### src/rtl/ifu_iccm_dma_arb_if.sv
// rtl/ifu_iccm_dma_arb_if.sv - DMA, fetch-status and debug signals of the ICCM port arbiter
interface ifu_iccm_dma_arb_if #(
  parameter int TAG_W = 3
);
  logic             dma_iccm_req;
  logic             dma_iccm_wr;
  logic [TAG_W-1:0] dma_iccm_tag;
  logic             ifc_dma_access_ok;
  logic             ifc_fetch_req_f1;
  logic             ifc_iccm_access_f1;
  logic             dec_tlu_dbg_halted;
  logic             dma_iccm_gnt;
  logic             iccm_sel_dma;
  logic             dma_iccm_stall_any;
  logic             iccm_dma_rvalid;
  logic [TAG_W-1:0] iccm_dma_rtag;
  logic [1:0]       arb_state;
  logic [15:0]      dma_wait_cycles;
  logic             dma_force_evt;

  modport master (
    output dma_iccm_req, dma_iccm_wr, dma_iccm_tag, ifc_dma_access_ok,
           ifc_fetch_req_f1, ifc_iccm_access_f1, dec_tlu_dbg_halted,
    input  dma_iccm_gnt, iccm_sel_dma, dma_iccm_stall_any, iccm_dma_rvalid,
           iccm_dma_rtag, arb_state, dma_wait_cycles, dma_force_evt
  );

  modport slave (
    input  dma_iccm_req, dma_iccm_wr, dma_iccm_tag, ifc_dma_access_ok,
           ifc_fetch_req_f1, ifc_iccm_access_f1, dec_tlu_dbg_halted,
    output dma_iccm_gnt, iccm_sel_dma, dma_iccm_stall_any, iccm_dma_rvalid,
           iccm_dma_rtag, arb_state, dma_wait_cycles, dma_force_evt
  );
endinterface

### src/rtl/ifu_iccm_dma_arb.sv
// rtl/ifu_iccm_dma_arb.sv - ICCM port arbiter between instruction fetch and the DMA slave
// Perf counters (dma_wait_cycles, dma_force_evt) are built only with RV_ICCM_ARB_PERF_EN.
module ifu_iccm_dma_arb #(
  parameter int MAX_WAIT  = 16,
  parameter int DMA_BURST = 4,
  parameter int RD_LAT    = 2,
  parameter int TAG_W     = 3
) (
  input  logic              clk,
  input  logic              rst_l,
  ifu_iccm_dma_arb_if.slave bus
);
  typedef enum logic [1:0] {IDLE = 2'b00, WAIT = 2'b01, FORCE = 2'b10, DMA = 2'b11} state_e;

  localparam int WCW = $clog2(MAX_WAIT + 1);
  localparam int BCW = $clog2(DMA_BURST + 1);
  localparam logic [WCW-1:0] WAIT_LAST  = WCW'(MAX_WAIT - 1);
  localparam logic [WCW-1:0] WAIT_MAX   = WCW'(MAX_WAIT);
  localparam logic [BCW-1:0] BURST_LAST = BCW'(DMA_BURST - 1);
  localparam logic [BCW-1:0] BURST_MAX  = BCW'(DMA_BURST);

  state_e           state_q, state_d;
  logic [WCW-1:0]   wait_q, wait_d;
  logic [BCW-1:0]   burst_q, burst_d;
  logic             ok_eff, fetch_pend, gnt;
  logic [RD_LAT-1:0] rd_vld_q;
  logic [TAG_W-1:0] rd_tag_q [RD_LAT];

  assign ok_eff     = bus.ifc_dma_access_ok | bus.dec_tlu_dbg_halted;
  assign fetch_pend = bus.ifc_fetch_req_f1 & bus.ifc_iccm_access_f1;

  always_ff @(posedge clk or negedge rst_l) begin
    if (!rst_l) begin
      state_q <= IDLE;
      wait_q  <= '0;
      burst_q <= '0;
    end else begin
      state_q <= state_d;
      wait_q  <= wait_d;
      burst_q <= burst_d;
    end
  end

  always_comb begin
    state_d = state_q;
    wait_d  = wait_q;
    burst_d = burst_q;
    gnt     = 1'b0;
    case (state_q)
      IDLE: begin
        if (bus.dma_iccm_req) begin
          if (ok_eff) begin
            state_d = DMA;
          end else begin
            state_d = WAIT;
            wait_d  = '0;
          end
        end
      end
      WAIT: begin
        if (!bus.dma_iccm_req)      state_d = IDLE;
        else if (ok_eff)            state_d = DMA;
        else if (wait_q == WAIT_LAST) state_d = FORCE;
        else if (wait_q != WAIT_MAX)  wait_d = wait_q + 1'b1;
      end
      // The fetch controller sees the stall one cycle late, so FORCE holds it off before the mux flips.
      FORCE: state_d = DMA;
      DMA: begin
        gnt = bus.dma_iccm_req;
        if (!bus.dma_iccm_req) begin
          state_d = IDLE;
          burst_d = '0;
        end else if (burst_q == BURST_LAST) begin
          burst_d = '0;
          if (fetch_pend && !bus.dec_tlu_dbg_halted) begin
            state_d = WAIT;
            wait_d  = '0;
          end
        end else if (burst_q != BURST_MAX) begin
          burst_d = burst_q + 1'b1;
        end
      end
      default: state_d = IDLE;
    endcase
  end

  always_ff @(posedge clk or negedge rst_l) begin
    if (!rst_l) begin
      rd_vld_q <= '0;
      for (int i = 0; i < RD_LAT; i++) rd_tag_q[i] <= '0;
    end else begin
      rd_vld_q[0] <= gnt & ~bus.dma_iccm_wr;
      rd_tag_q[0] <= bus.dma_iccm_tag;
      for (int i = 1; i < RD_LAT; i++) begin
        rd_vld_q[i] <= rd_vld_q[i-1];
        rd_tag_q[i] <= rd_tag_q[i-1];
      end
    end
  end

  assign bus.dma_iccm_gnt       = gnt;
  assign bus.iccm_sel_dma       = (state_q == DMA);
  assign bus.dma_iccm_stall_any = (state_q == FORCE) || (state_q == DMA);
  assign bus.arb_state          = state_q;
  assign bus.iccm_dma_rvalid    = rd_vld_q[RD_LAT-1];
  assign bus.iccm_dma_rtag      = rd_vld_q[RD_LAT-1] ? rd_tag_q[RD_LAT-1] : '0;

`ifdef RV_ICCM_ARB_PERF_EN
  logic [15:0] wait_cyc_q;
  logic        force_evt_q;

  always_ff @(posedge clk or negedge rst_l) begin
    if (!rst_l) begin
      wait_cyc_q  <= '0;
      force_evt_q <= 1'b0;
    end else begin
      if (((state_q == WAIT) || (state_q == FORCE)) && (wait_cyc_q != 16'hFFFF))
        wait_cyc_q <= wait_cyc_q + 16'd1;
      force_evt_q <= (state_q == WAIT) && (state_d == FORCE);
    end
  end

  assign bus.dma_wait_cycles = wait_cyc_q;
  assign bus.dma_force_evt   = force_evt_q;
`else
  assign bus.dma_wait_cycles = '0;
  assign bus.dma_force_evt   = 1'b0;
`endif
endmodule

### src/flat_wrapper.sv
// flat-port wrapper written by rule: the top's interface ports become plain ports
module ifu_iccm_dma_arb_flat 
#(
  parameter int MAX_WAIT  = 16,
  parameter int DMA_BURST = 4,
  parameter int RD_LAT    = 2,
  parameter int TAG_W     = 3
)
  (clk, rst_l, bus_dma_iccm_req, bus_dma_iccm_wr, bus_dma_iccm_tag, bus_ifc_dma_access_ok, bus_ifc_fetch_req_f1, bus_ifc_iccm_access_f1, bus_dec_tlu_dbg_halted, bus_dma_iccm_gnt, bus_iccm_sel_dma, bus_dma_iccm_stall_any, bus_iccm_dma_rvalid, bus_iccm_dma_rtag, bus_arb_state, bus_dma_wait_cycles, bus_dma_force_evt);
  ifu_iccm_dma_arb_if #(.TAG_W(TAG_W)) bus_i ();
  input  logic clk;
  input  logic rst_l;
  input wire logic [$bits(bus_i.dma_iccm_req)-1:0] bus_dma_iccm_req;
  input wire logic [$bits(bus_i.dma_iccm_wr)-1:0] bus_dma_iccm_wr;
  input wire logic [$bits(bus_i.dma_iccm_tag)-1:0] bus_dma_iccm_tag;
  input wire logic [$bits(bus_i.ifc_dma_access_ok)-1:0] bus_ifc_dma_access_ok;
  input wire logic [$bits(bus_i.ifc_fetch_req_f1)-1:0] bus_ifc_fetch_req_f1;
  input wire logic [$bits(bus_i.ifc_iccm_access_f1)-1:0] bus_ifc_iccm_access_f1;
  input wire logic [$bits(bus_i.dec_tlu_dbg_halted)-1:0] bus_dec_tlu_dbg_halted;
  output wire logic [$bits(bus_i.dma_iccm_gnt)-1:0] bus_dma_iccm_gnt;
  output wire logic [$bits(bus_i.iccm_sel_dma)-1:0] bus_iccm_sel_dma;
  output wire logic [$bits(bus_i.dma_iccm_stall_any)-1:0] bus_dma_iccm_stall_any;
  output wire logic [$bits(bus_i.iccm_dma_rvalid)-1:0] bus_iccm_dma_rvalid;
  output wire logic [$bits(bus_i.iccm_dma_rtag)-1:0] bus_iccm_dma_rtag;
  output wire logic [$bits(bus_i.arb_state)-1:0] bus_arb_state;
  output wire logic [$bits(bus_i.dma_wait_cycles)-1:0] bus_dma_wait_cycles;
  output wire logic [$bits(bus_i.dma_force_evt)-1:0] bus_dma_force_evt;
  assign bus_i.dma_iccm_req = bus_dma_iccm_req;
  assign bus_i.dma_iccm_wr = bus_dma_iccm_wr;
  assign bus_i.dma_iccm_tag = bus_dma_iccm_tag;
  assign bus_i.ifc_dma_access_ok = bus_ifc_dma_access_ok;
  assign bus_i.ifc_fetch_req_f1 = bus_ifc_fetch_req_f1;
  assign bus_i.ifc_iccm_access_f1 = bus_ifc_iccm_access_f1;
  assign bus_i.dec_tlu_dbg_halted = bus_dec_tlu_dbg_halted;
  assign bus_dma_iccm_gnt = bus_i.dma_iccm_gnt;
  assign bus_iccm_sel_dma = bus_i.iccm_sel_dma;
  assign bus_dma_iccm_stall_any = bus_i.dma_iccm_stall_any;
  assign bus_iccm_dma_rvalid = bus_i.iccm_dma_rvalid;
  assign bus_iccm_dma_rtag = bus_i.iccm_dma_rtag;
  assign bus_arb_state = bus_i.arb_state;
  assign bus_dma_wait_cycles = bus_i.dma_wait_cycles;
  assign bus_dma_force_evt = bus_i.dma_force_evt;
  ifu_iccm_dma_arb #(.MAX_WAIT(MAX_WAIT), .DMA_BURST(DMA_BURST), .RD_LAT(RD_LAT), .TAG_W(TAG_W)) u_core (.clk(clk), .rst_l(rst_l), .bus(bus_i));
endmodule
### config.mk
export PLATFORM = sky130hd
export DESIGN_NAME = ifu_iccm_dma_arb_flat
export DESIGN_NICKNAME = d
export VERILOG_FILES = /design/src/rtl/ifu_iccm_dma_arb_if.sv /design/src/rtl/ifu_iccm_dma_arb.sv /design/src/flat_wrapper.sv
export SDC_FILE = /design/constraint.sdc
export NUM_CORES = 1
export LEC_CHECK = 0
export CORE_ASPECT_RATIO = 1.4
export CORE_MARGIN = 8
export CORE_UTILIZATION = 30
export DETAILED_ROUTE_END_ITERATION = 8
export SYNTH_ARGS = -nofsm -noshare
export SYNTH_HDL_FRONTEND = slang
export SYNTH_SLANG_ARGS = --single-unit
### constraint.sdc
create_clock -name clk -period 2.3 [get_ports clk]
set_clock_uncertainty 0.05 [all_clocks]
set_input_delay 0.46 -clock clk [delete_from_list [all_inputs] [get_ports clk]]
set_output_delay 0.46 -clock clk [all_outputs]
set_load 0.01 [all_outputs]
# Yosys cells after proc, flatten, opt, wreduce, memory -nomap -nowiden
# Index checks and enable logic that the tools add are counted.
[totals]
register_bits = 18
input_bits = 11
out_inout_bits = 26
elab_cells = 64
[op_classes]
add_sub_neg = 2
eq_ne = 20
mux = 24
n_bitwise = 4
reduce_logical = 8
[ops]
columns = ["operator", "count"]
rows = [
  ["$mux 5", 9],
  ["$mux 2", 8],
  ["$pmux 5 s3", 1],
  ["$mux 3", 4],
  ["$ne 2x2->1 const B", 6],
  ["$reduce_and 10->1", 1],
  ["$pmux 2 s4", 1],
  ["$ne 2x1->1 const B", 3],
  ["$ne 3x2->1 const B", 2],
  ["$add 5x1->5 const B", 1],
  ["$eq 5x4->1 const B", 1],
  ["$ne 5x5->1 const B", 1],
  ["$eq 2x2->1 const B", 2],
  ["$ne 4x2->1 const B", 1],
  ["$reduce_and 4->1", 1],
  ["$add 3x1->3 const B", 1],
  ["$eq 3x2->1 const B", 1],
  ["$ne 3x1->1 const B", 1],
  ["$ne 3x3->1 const B", 1],
  ["$reduce_bool 3->1", 1],
  ["$and 1x1->1", 2],
  ["$eq 2x1->1 const B", 1],
  ["$logic_not 2->1", 1],
  ["$reduce_and 2->1", 1],
  ["other kinds (6)", 6],
]

# Logic depth before layout (Yosys ltp)
[depth]
depth_word = 6
mapped_depth = 6
ltp_nobuf = 6

# Worst setup path before layout
# No wires, ideal clock.
[synth_path]
path_type = "reg2reg"
start = "register u_core.wait_q[0]"
end = "register u_core.wait_q[3]"
setup_time_ns = 0.122
arrival_time_ns = 1.612
t_required_ns = 2.128
path_slack_ns = 0.516
stages_incl_launch_ff = 7
n_path_buf = 0
synth_period_minus_slack_ns = 1.784
cell_sequence = "dfrtp_1 -> ha_1 -> and3_1 -> ha_1 -> nor4b_1 -> o21ai_1 -> a32o_1"
[synth_between]
elab_chain_len = 6
word_cells_on_any_way = 11
classes_between = "add/sub (1); eq/ne (4); mux (5); reduce/logical (1)"
[synth_rtl]
columns = ["element", "line_no", "source"]
rows = [
  ["start: declaration", "ifu_iccm_dma_arb.sv:23", "logic [WCW-1:0] wait_q, wait_d;"],
  ["start signal: assignment", "ifu_iccm_dma_arb.sv:39", "wait_q <= wait_d;"],
  ["$add 5x1->5", "ifu_iccm_dma_arb.sv:64", "else if (wait_q != WAIT_MAX) wait_d = wait_q + 1'b1;"],
  ["$mux 5", "ifu_iccm_dma_arb.sv:64", ""],
  ["$mux 5", "ifu_iccm_dma_arb.sv:63", "else if (wait_q == WAIT_LAST) state_d = FORCE;"],
  ["$mux 5", "ifu_iccm_dma_arb.sv:62", "else if (ok_eff) state_d = DMA;"],
  ["$mux 5", "ifu_iccm_dma_arb.sv:61", "if (!bus.dma_iccm_req) state_d = IDLE;"],
  ["$pmux 5 s3", "ifu_iccm_dma_arb.sv:49", "case (state_q)"],
]
# Parallel ways exist; a longest one is shown, timed or not. The select of a mux whose other input is x is not followed.
# A chain may end at the register's enable or synchronous reset.

# Worst setup path in the final report
[layout_path]
start = "input bus_dma_iccm_req"
end = "output bus_dma_iccm_gnt"
[layout_between]
elab_chain_len = 1
[layout_rtl]
columns = ["element", "line_no", "source"]
rows = [
  ["start: declaration", "flat_wrapper.sv:13", "input wire logic [$bits(bus_i.dma_iccm_req)-1:0] bus_dma_iccm_req;"],
  ["$mux 1", "ifu_iccm_dma_arb.sv:49", ""],
  ["end: declaration", "flat_wrapper.sv:20", "output wire logic [$bits(bus_i.dma_iccm_gnt)-1:0] bus_dma_iccm_gnt;"],
]
# Every way passes these cells.

==> impl.org <==
** Floorplan
- Full die area :: ~5400 um^2
- Area of the core region :: approximately 3100 um^2
- Measured along the y axis, the die boundary spans between 80 and 90 um.
- Boundary pin count :: 37
- Measured along the x axis, the die boundary spans approximately 64 um.
- Row generation in the floorplan step produced 24 rows.
- The initial utilization of the core area, before any placement, comes to 0.313.

** GRT
- Global-route congestion overflow total :: 0
- Via count of the first global-routing pass :: 691
- The global routing stage identified its most utilized layer as met2.
- In the global route stage, met3 resource usage came out at 0.0323.
- GRT Total Usage :: 0.0739
- In the global route stage, met2 resource usage came out at 0.136.
- Wire length of the first global-routing pass :: 3.20 mm
- For this run, global-route usage on met1 was measured as 0.0657.
- Pin count of the biggest net entering global routing :: 19
- Initial antenna violation count :: 0

** Timing
- TNS Setup :: 0 ns
- Setup repair after global routing left no endpoint under its margin.
- Post-route clock period utilization :: 0.952
- Derived from the worst setup path, the maximum achievable clock frequency is between 0.4 and 0.5 GHz.
- Final count of negative-setup-slack endpoints :: 0
- The worst path needs 2.19 ns of the cycle, external delays included.
- The final max-slew violation count was 0.
- Hold Violations, Final :: 0

** Detailed routing
- Final ANT Viol Nets :: 0
- For this run, design rule violations remaining after detail routing come to 0.
- Vias after detailed routing :: 656
- The first detailed-routing pass ran for 4 iterations.
- Post-DR vias/cell :: 4.23
- For this block, the initial DRC count from the detailed router was 10.
- After detailed routing, the average wire length per cell comes to around 13 um.
- For this block, the routed nets add up to 1.95 mm of wire.

** Pwr
- The analysis attributes to net switching a power of about 300 uW.
- Pint :: 659 uW
- Leak pwr :: between 0.0005 and 0.0006 uW
- Gate power share :: 0.289
- Power spread over the standard cell area amounts to just under 800 nW/um^2.
- Of the total power, the share spent switching nets is 0.310.
- Share of total power in the clock network :: 0.268
- Across the VDD grid, the largest voltage drop is 0.412 mV.
- Of the total power, registers draw 0.443.

** Clock network
- CTS tree :: yes
- The clock passes through at most 2 buffers.
- In this run, CTS created clock tree buffers numbering 3.
- Clock transition at the registers of the reported paths :: roughly 0.060 ns
- CTS built an H-tree with a depth of 1.
- Clock Sink Count :: 18
- Post-cts repair resize count :: 0
- Clock Root Buffer :: sky130_fd_sc_hd__clkbuf_8
- Clock latency on the worst-skew pair :: around 0.25 ns
- Post-CTS timing repair inserted 0 buffers for setup.
- Hold repair after CTS inserted 0 buffers.

** Yosys
- Sequential-to-total area share from yosys stat :: 0.461
- Mean cell area of the mapped netlist :: a little over 10 um^2
- The synthesized netlist contains 32 unique library cells.
- During synthesis, Yosys emitted a total of 0 warnings.
- The share of synthesized area in the top cell type comes to 0.461.
- Synthesis produced 94 cells.
- After synthesis, the cell types taking the most area are sky130_fd_sc_hd__dfrtp_1 (46%), sky130_fd_sc_hd__buf_4 (13%), sky130_fd_sc_hd__ha_1 (6.4%), sky130_fd_sc_hd__inv_1 (3.1%), sky130_fd_sc_hd__and2_1 (2.6%).
- For this run, asynchronously set or reset flops after synthesis account for 1.00.
- Number of flip-flops and latches in the synthesized netlist :: 18
- The largest total area in the synthesized netlist belongs to sky130_fd_sc_hd__dfrtp_1.
- Number of flops mapped to enable cells by yosys :: 0
- Area of the mapped netlist :: 977 um^2
- Top flip-flop cell by instance count after synthesis :: sky130_fd_sc_hd__dfrtp_1

** Place
- Number of buffer cells added on primary ports :: 19
- The congestion estimate from routability-driven global placement came to 0.696.
- Post-detail-place hpwl :: 1.60 mm
- Number of instances in the placed design :: approximately 150

** Job
- Count of maximum capacitance violations :: 0

** Setup path
- Ordered list of cells on the worst path :: clkdlybuf4s50_1 > and3_2 > clkdlybuf4s50_1
- At the worst endpoint, the required time is ~1.8 ns.
- The largest single stage delay on the critical path is 0.54 ns.
- Slowest library cell on the worst path :: sky130_fd_sc_hd__clkdlybuf4s50_1
- Crit Path Class :: in -> out
- RR Endpoint :: u_core.wait_q[3]
- Reg2reg setup slack :: around 0.31 ns
- Among the stages of the critical path, the cell type that occurs most often is sky130_fd_sc_hd__clkdlybuf4s50_1.
- The worst setup path is launched from an input port.
- At the worst endpoint, the arrival time is ~1.7 ns.
- In this run the critical register-to-register path is launched from u_core.wait_q[0].
- Of all nets on the critical path, the largest fanout is 4.
- The worst setup path is captured at an output pin.
- Reg2reg path depth :: 6

** Status
- Run status :: finished, final reports clean

** Hold path
- Min-Delay Path Class :: reg -> reg
- WHS Endpoint :: u_core.rd_tag_q[0]
- Hold Path Stages :: 0
- Worst hold path startpoint :: u_core.rd_tag_q[3]

** Cells and area
- Synthesis-to-layout area growth :: 23.7%
- Excluding fillers, the count of instances in the completed layout stands at approximately 160.
- 0 antenna diodes ended up in the layout.
- Of the cells placed in the final design, the portion with a size suffix greater than 1 is 0.0862.
- For this run, the post-layout net count is roughly 130.
## cell usage in the layout, fill, tap and decap left out, drive strengths merged, types with 4 or more instances in the layout
master	count
conb	17
and2	4
clkdlybuf4s50	19
ha	5
nand2	4
inv	8
clkbuf	4
dfrtp	18
o21ai	4
## critical path: cells and delay by family
kind / cells / cell delay (ns)
and+or+nand+nor: 1 / 0.20
buffers and inverters: 2 / 1.01
## area by class of cell
cell class	count	area [um^2]
sequential	18	450
multi-input combinational	65	419
tap	39	48.8
timing repair buffer	21	205
clock buffer	4	55.1
inverter	8	30.0
fill	326	1910
## cell usage after synthesis, drive strengths merged (2+ instances only)
library cell / instances
and2: 4
buf: 18
nor2: 2
o22ai: 2
ha: 5
nand2: 4
and3: 2
nand2b: 2
o21ai: 4
nand4b: 2
nor3: 2
nor2b: 2
a31oi: 2
a32o: 2
mux2i: 2
inv: 8
a21oi: 2
dfrtp: 18
o2bb2ai: 2
nand3: 2
## flip-flops by register name, indices dropped and copies added (netlist names)
name                  flops
u_core.burst_q            3
u_core.bus.arb_state      2
u_core.rd_tag_q           6
u_core.rd_vld_q           2
u_core.wait_q             5
## cells by family (layout without fill, tap and decap cells)
logic type	count (synthesis)	in the layout	synth area share
buf+inv	27	33	0.172
simple gates	24	24	0.154
flops	18	18	0.461
compound gates	17	17	0.125
fa+ha+maj	5	5	0.0640
mux	2	2	0.0205
other cells	1	17	0.00384
## power by group through the flow
stage / logic [uW] / clock network [uW] / registers, uW
after floorplan: 207 / 0 / 412
after global placement: 275 / 0 / 424
after detailed placement: 277 / 0 / 429
after CTS: 279 / 267 / 424
after global routing: 312 / 276 / 433
final: 276 / 256 / 423
## routing by layer
| layer | part of all wire | up-vias |
|---|---|---|
| li1 | - | 328 |
| met1 | 0.35 | 305 |
| met2 | 0.56 | 20 |
| met3 | 0.077 | 3 |
| met4 | 0.018 | 0 |
| met5 | 0 | - |
## stage by stage
| step | power [uW] | area (um^2) | hold slack [ns] | utilization | setup WS [ns] |
|---|---|---|---|---|---|
| 2_1_floorplan | 619 | 1040 | 0.114 | - | 0.516 |
| 3_5_place_dp | 706 | 1150 | 0.285 | 0.369 | 0.110 |
| 3_3_place_gp | 699 | 1150 | 0.281 | 0.369 | 0.123 |
| 5_1_grt | 1020 | 1210 | 0.308 | 0.387 | 0.0313 |
| 6_report | 955 | 1210 | 0.298 | 0.387 | 0.111 |
| 4_1_cts | 969 | 1210 | 0.300 | 0.387 | 0.101 |
## worst max-delay path by stage
stage | start | to | slack, ns | cells after the start
global placement | bus_dma_iccm_req | bus_dma_iccm_gnt | 0.12 | 3
CTS | bus_dma_iccm_req | bus_dma_iccm_gnt | 0.10 | 3
floorplan | u_core.wait_q[0] | u_core.wait_q[3] | 0.52 | 6
detailed placement | bus_dma_iccm_req | bus_dma_iccm_gnt | 0.11 | 3
global route | bus_dma_iccm_req | bus_dma_iccm_gnt | 0.03 | 3
finish | bus_dma_iccm_req | bus_dma_iccm_gnt | 0.11 | 3
Note: power is estimated with default switching activity, not from simulation.
==> edit (same flow settings) <==
`TAG_W` is set to 3 in 3 places; all go to 6.
--- a/src/rtl/ifu_iccm_dma_arb_if.sv
+++ b/src/rtl/ifu_iccm_dma_arb_if.sv
@@ -1,6 +1,6 @@
 // rtl/ifu_iccm_dma_arb_if.sv - DMA, fetch-status and debug signals of the ICCM port arbiter
 interface ifu_iccm_dma_arb_if #(
-  parameter int TAG_W = 3
+  parameter int TAG_W = 6
 );
   logic             dma_iccm_req;
   logic             dma_iccm_wr;
--- a/src/rtl/ifu_iccm_dma_arb.sv
+++ b/src/rtl/ifu_iccm_dma_arb.sv
@@ -4,7 +4,7 @@
   parameter int MAX_WAIT  = 16,
   parameter int DMA_BURST = 4,
   parameter int RD_LAT    = 2,
-  parameter int TAG_W     = 3
+  parameter int TAG_W     = 6
 ) (
   input  logic              clk,
   input  logic              rst_l,
--- a/src/flat_wrapper.sv
+++ b/src/flat_wrapper.sv
@@ -4,7 +4,7 @@
   parameter int MAX_WAIT  = 16,
   parameter int DMA_BURST = 4,
   parameter int RD_LAT    = 2,
-  parameter int TAG_W     = 3
+  parameter int TAG_W     = 6
 )
   (clk, rst_l, bus_dma_iccm_req, bus_dma_iccm_wr, bus_dma_iccm_tag, bus_ifc_dma_access_ok, bus_ifc_fetch_req_f1, bus_ifc_iccm_access_f1, bus_dec_tlu_dbg_halted, bus_dma_iccm_gnt, bus_iccm_sel_dma, bus_dma_iccm_stall_any, bus_iccm_dma_rvalid, bus_iccm_dma_rtag, bus_arb_state, bus_dma_wait_cycles, bus_dma_force_evt);
   ifu_iccm_dma_arb_if #(.TAG_W(TAG_W)) bus_i ();
Ports: changed (resized bus_dma_iccm_tag and bus_iccm_dma_rtag); port bits go from 37 to 43. The function was not compared with the original's and may differ.
==> edit against the unedited design <==
Power is 23% higher; die area is 13% higher; design area rose by 20%; hold slack improved by 0.0019 ns; routed wire length increased by 21%; setup slack better by 0.015 ns; area after synthesis grew 17%; first-iteration DRC count fell by 30%; sequential cell count grew 6.
==> edit: results (changes against the unedited design) <==
worstPathMaxFanout: 5  # +1
min_from: "u_core.rd_tag_q[8]$_DFF_PN0_"
drt_iter0_markers: 7  # -3
syn_avg_cell_area_um2: 10.8  # +4.3%
path_clk_slew_ns: 0.08  # +0.02 ns
final.min_clock_period_ns: 2.17  # -0.0153 ns
peakVddDrop_v: 0.000363  # -12%
cp_top_family: "compound AO/OA/AOI/OAI gates"
cpPeakStageDelay_ns: 0.40  # -0.14 ns
status: "finished, final reports clean"
reg2regPathDepth: 8  # +2
place_congestion: 0.707  # +1.5%
dpl_cell_area_um2: 1390  # +21%
seq_area_frac_synth_pct: 52.7  # +6.7 points
final_nets: 154  # +16%
grt_use_total_pct: 8.09  # +0.70 points
portBuffers: 25  # +6
synth_area_leaders: "dfrtp_1 (53%), buf_4 (11%), ha_1 (5.5%)"
whs_ns: 0.300  # +0.00187 ns
netlist.area_leader.share_pct: 52.7  # +6.7 points
grt_pass1_vias: 811  # +17%
r2r_end: "u_core.wait_q[1]$_DFFE_PN0P_"
vias: 784  # +20%
grt_max_degree: 25  # +6
drive_gt1_share_pct: 6.72  # -1.9 points
critPathSlowestCell: "dfrtp_1"
p_leak_nw: 0.679  # +25%
worstHoldEndpoint: "u_core.rd_tag_q[2]$_DFF_PN0_"
largestRegisters: "u_core.rd_tag_q: 12 flops, u_core.wait_q: 5 flops, u_core.burst_q: 3 flops"
edit: changes by cell type after synthesis, moves of 2 or more:
cell / before / now
nand4b_1: 2 / 0
or3_1: 0 / 2
and2_1: 4 / 7
and3_1: 1 / 3
a31oi_1: 2 / 5
clkbuf_1: 0 / 3
o22ai_1: 2 / 0
dfrtp_1: 18 / 24
edit: metal layers:
| metal | up-vias | wire length (um) | GRT usage (%) |
|---|---|---|---|
| met5 | - | 0 | 0 |
| met4 | 0 | 84 | 6.36 |
| met3 | 8 | 169 | 1.63 |
| met2 | 27 | 1300 | 14.3 |
| met1 | 377 | 807 | 7.85 |
| li1 | 372 | - | - |
edit: logic make-up (layout without fill, tap and decap cells):
family / after synthesis / count (layout) / share of synthesized area [%]
and+or+nand+nor: 29 / 29 / 14.6
buffers and inverters: 28 / 41 / 14.8
DFF: 24 / 24 / 52.7
AOI/OAI and AO/OA: 17 / 17 / 11.1
adders and majority gates: 5 / 5 / 5.49
other: 1 / 17 / 0.329
muxes: 1 / 1 / 0.879
edit: final cells by class:
class / instances / area [um2]
multi-input combinational: 69 / 429
sequential: 24 / 601
fill: 369 / 2200
clock buffer: 4 / 55.1
inverter: 8 / 30.0
timing repair buffer: 29 / 280
tap: 42 / 52.6
edit: worst reg2reg max path, cell delays in order (launching register included):
cell and delay [ns]:
dfrtp_1 0.40, ha_1 0.22, and3_1 0.20, ha_1 0.20, a211o_1 0.31, a211oi_4 0.18, buf_4 0.16, a21o_1 0.18
mux2i_1 0.20
edit: worst max-delay path by stage:
| stage | from | cells after the start | endpoint |
|---|---|---|---|
| finish | u_core.wait_q[0]$_DFFE_PN0P_ | 8 | u_core.wait_q[1]$_DFFE_PN0P_ |
| global route | u_core.wait_q[0]$_DFFE_PN0P_ | 7 | u_core.wait_q[4]$_DFFE_PN0P_ |
| CTS | u_core.wait_q[0]$_DFFE_PN0P_ | 7 | u_core.wait_q[4]$_DFFE_PN0P_ |
| detailed placement | u_core.wait_q[0]$_DFFE_PN0P_ | 7 | u_core.wait_q[4]$_DFFE_PN0P_ |
| global placement | bus_dma_iccm_req | 3 | bus_dma_iccm_gnt |
| floorplan | u_core.wait_q[0]$_DFFE_PN0P_ | 7 | u_core.wait_q[4]$_DFFE_PN0P_ |
edit: power by group:
| group | total [mW] | internal [mW] | leakage [nW] | switching, mW |
|---|---|---|---|---|
| Combinational | 0.334 | 0.164 | 0.354 | 0.170 |
| Sequential | 0.568 | 0.495 | 0.296 | 0.0731 |
| Clock | 0.275 | 0.152 | 0.0288 | 0.123 |
| Total | 1.18 | 0.811 | 0.679 | 0.366 |
edit: timing repair:
item / CTS / global route
gates resized for setup: 0 / 0
endpoints found under the setup margin: 0 / 2
buffers inserted: 0 / 0
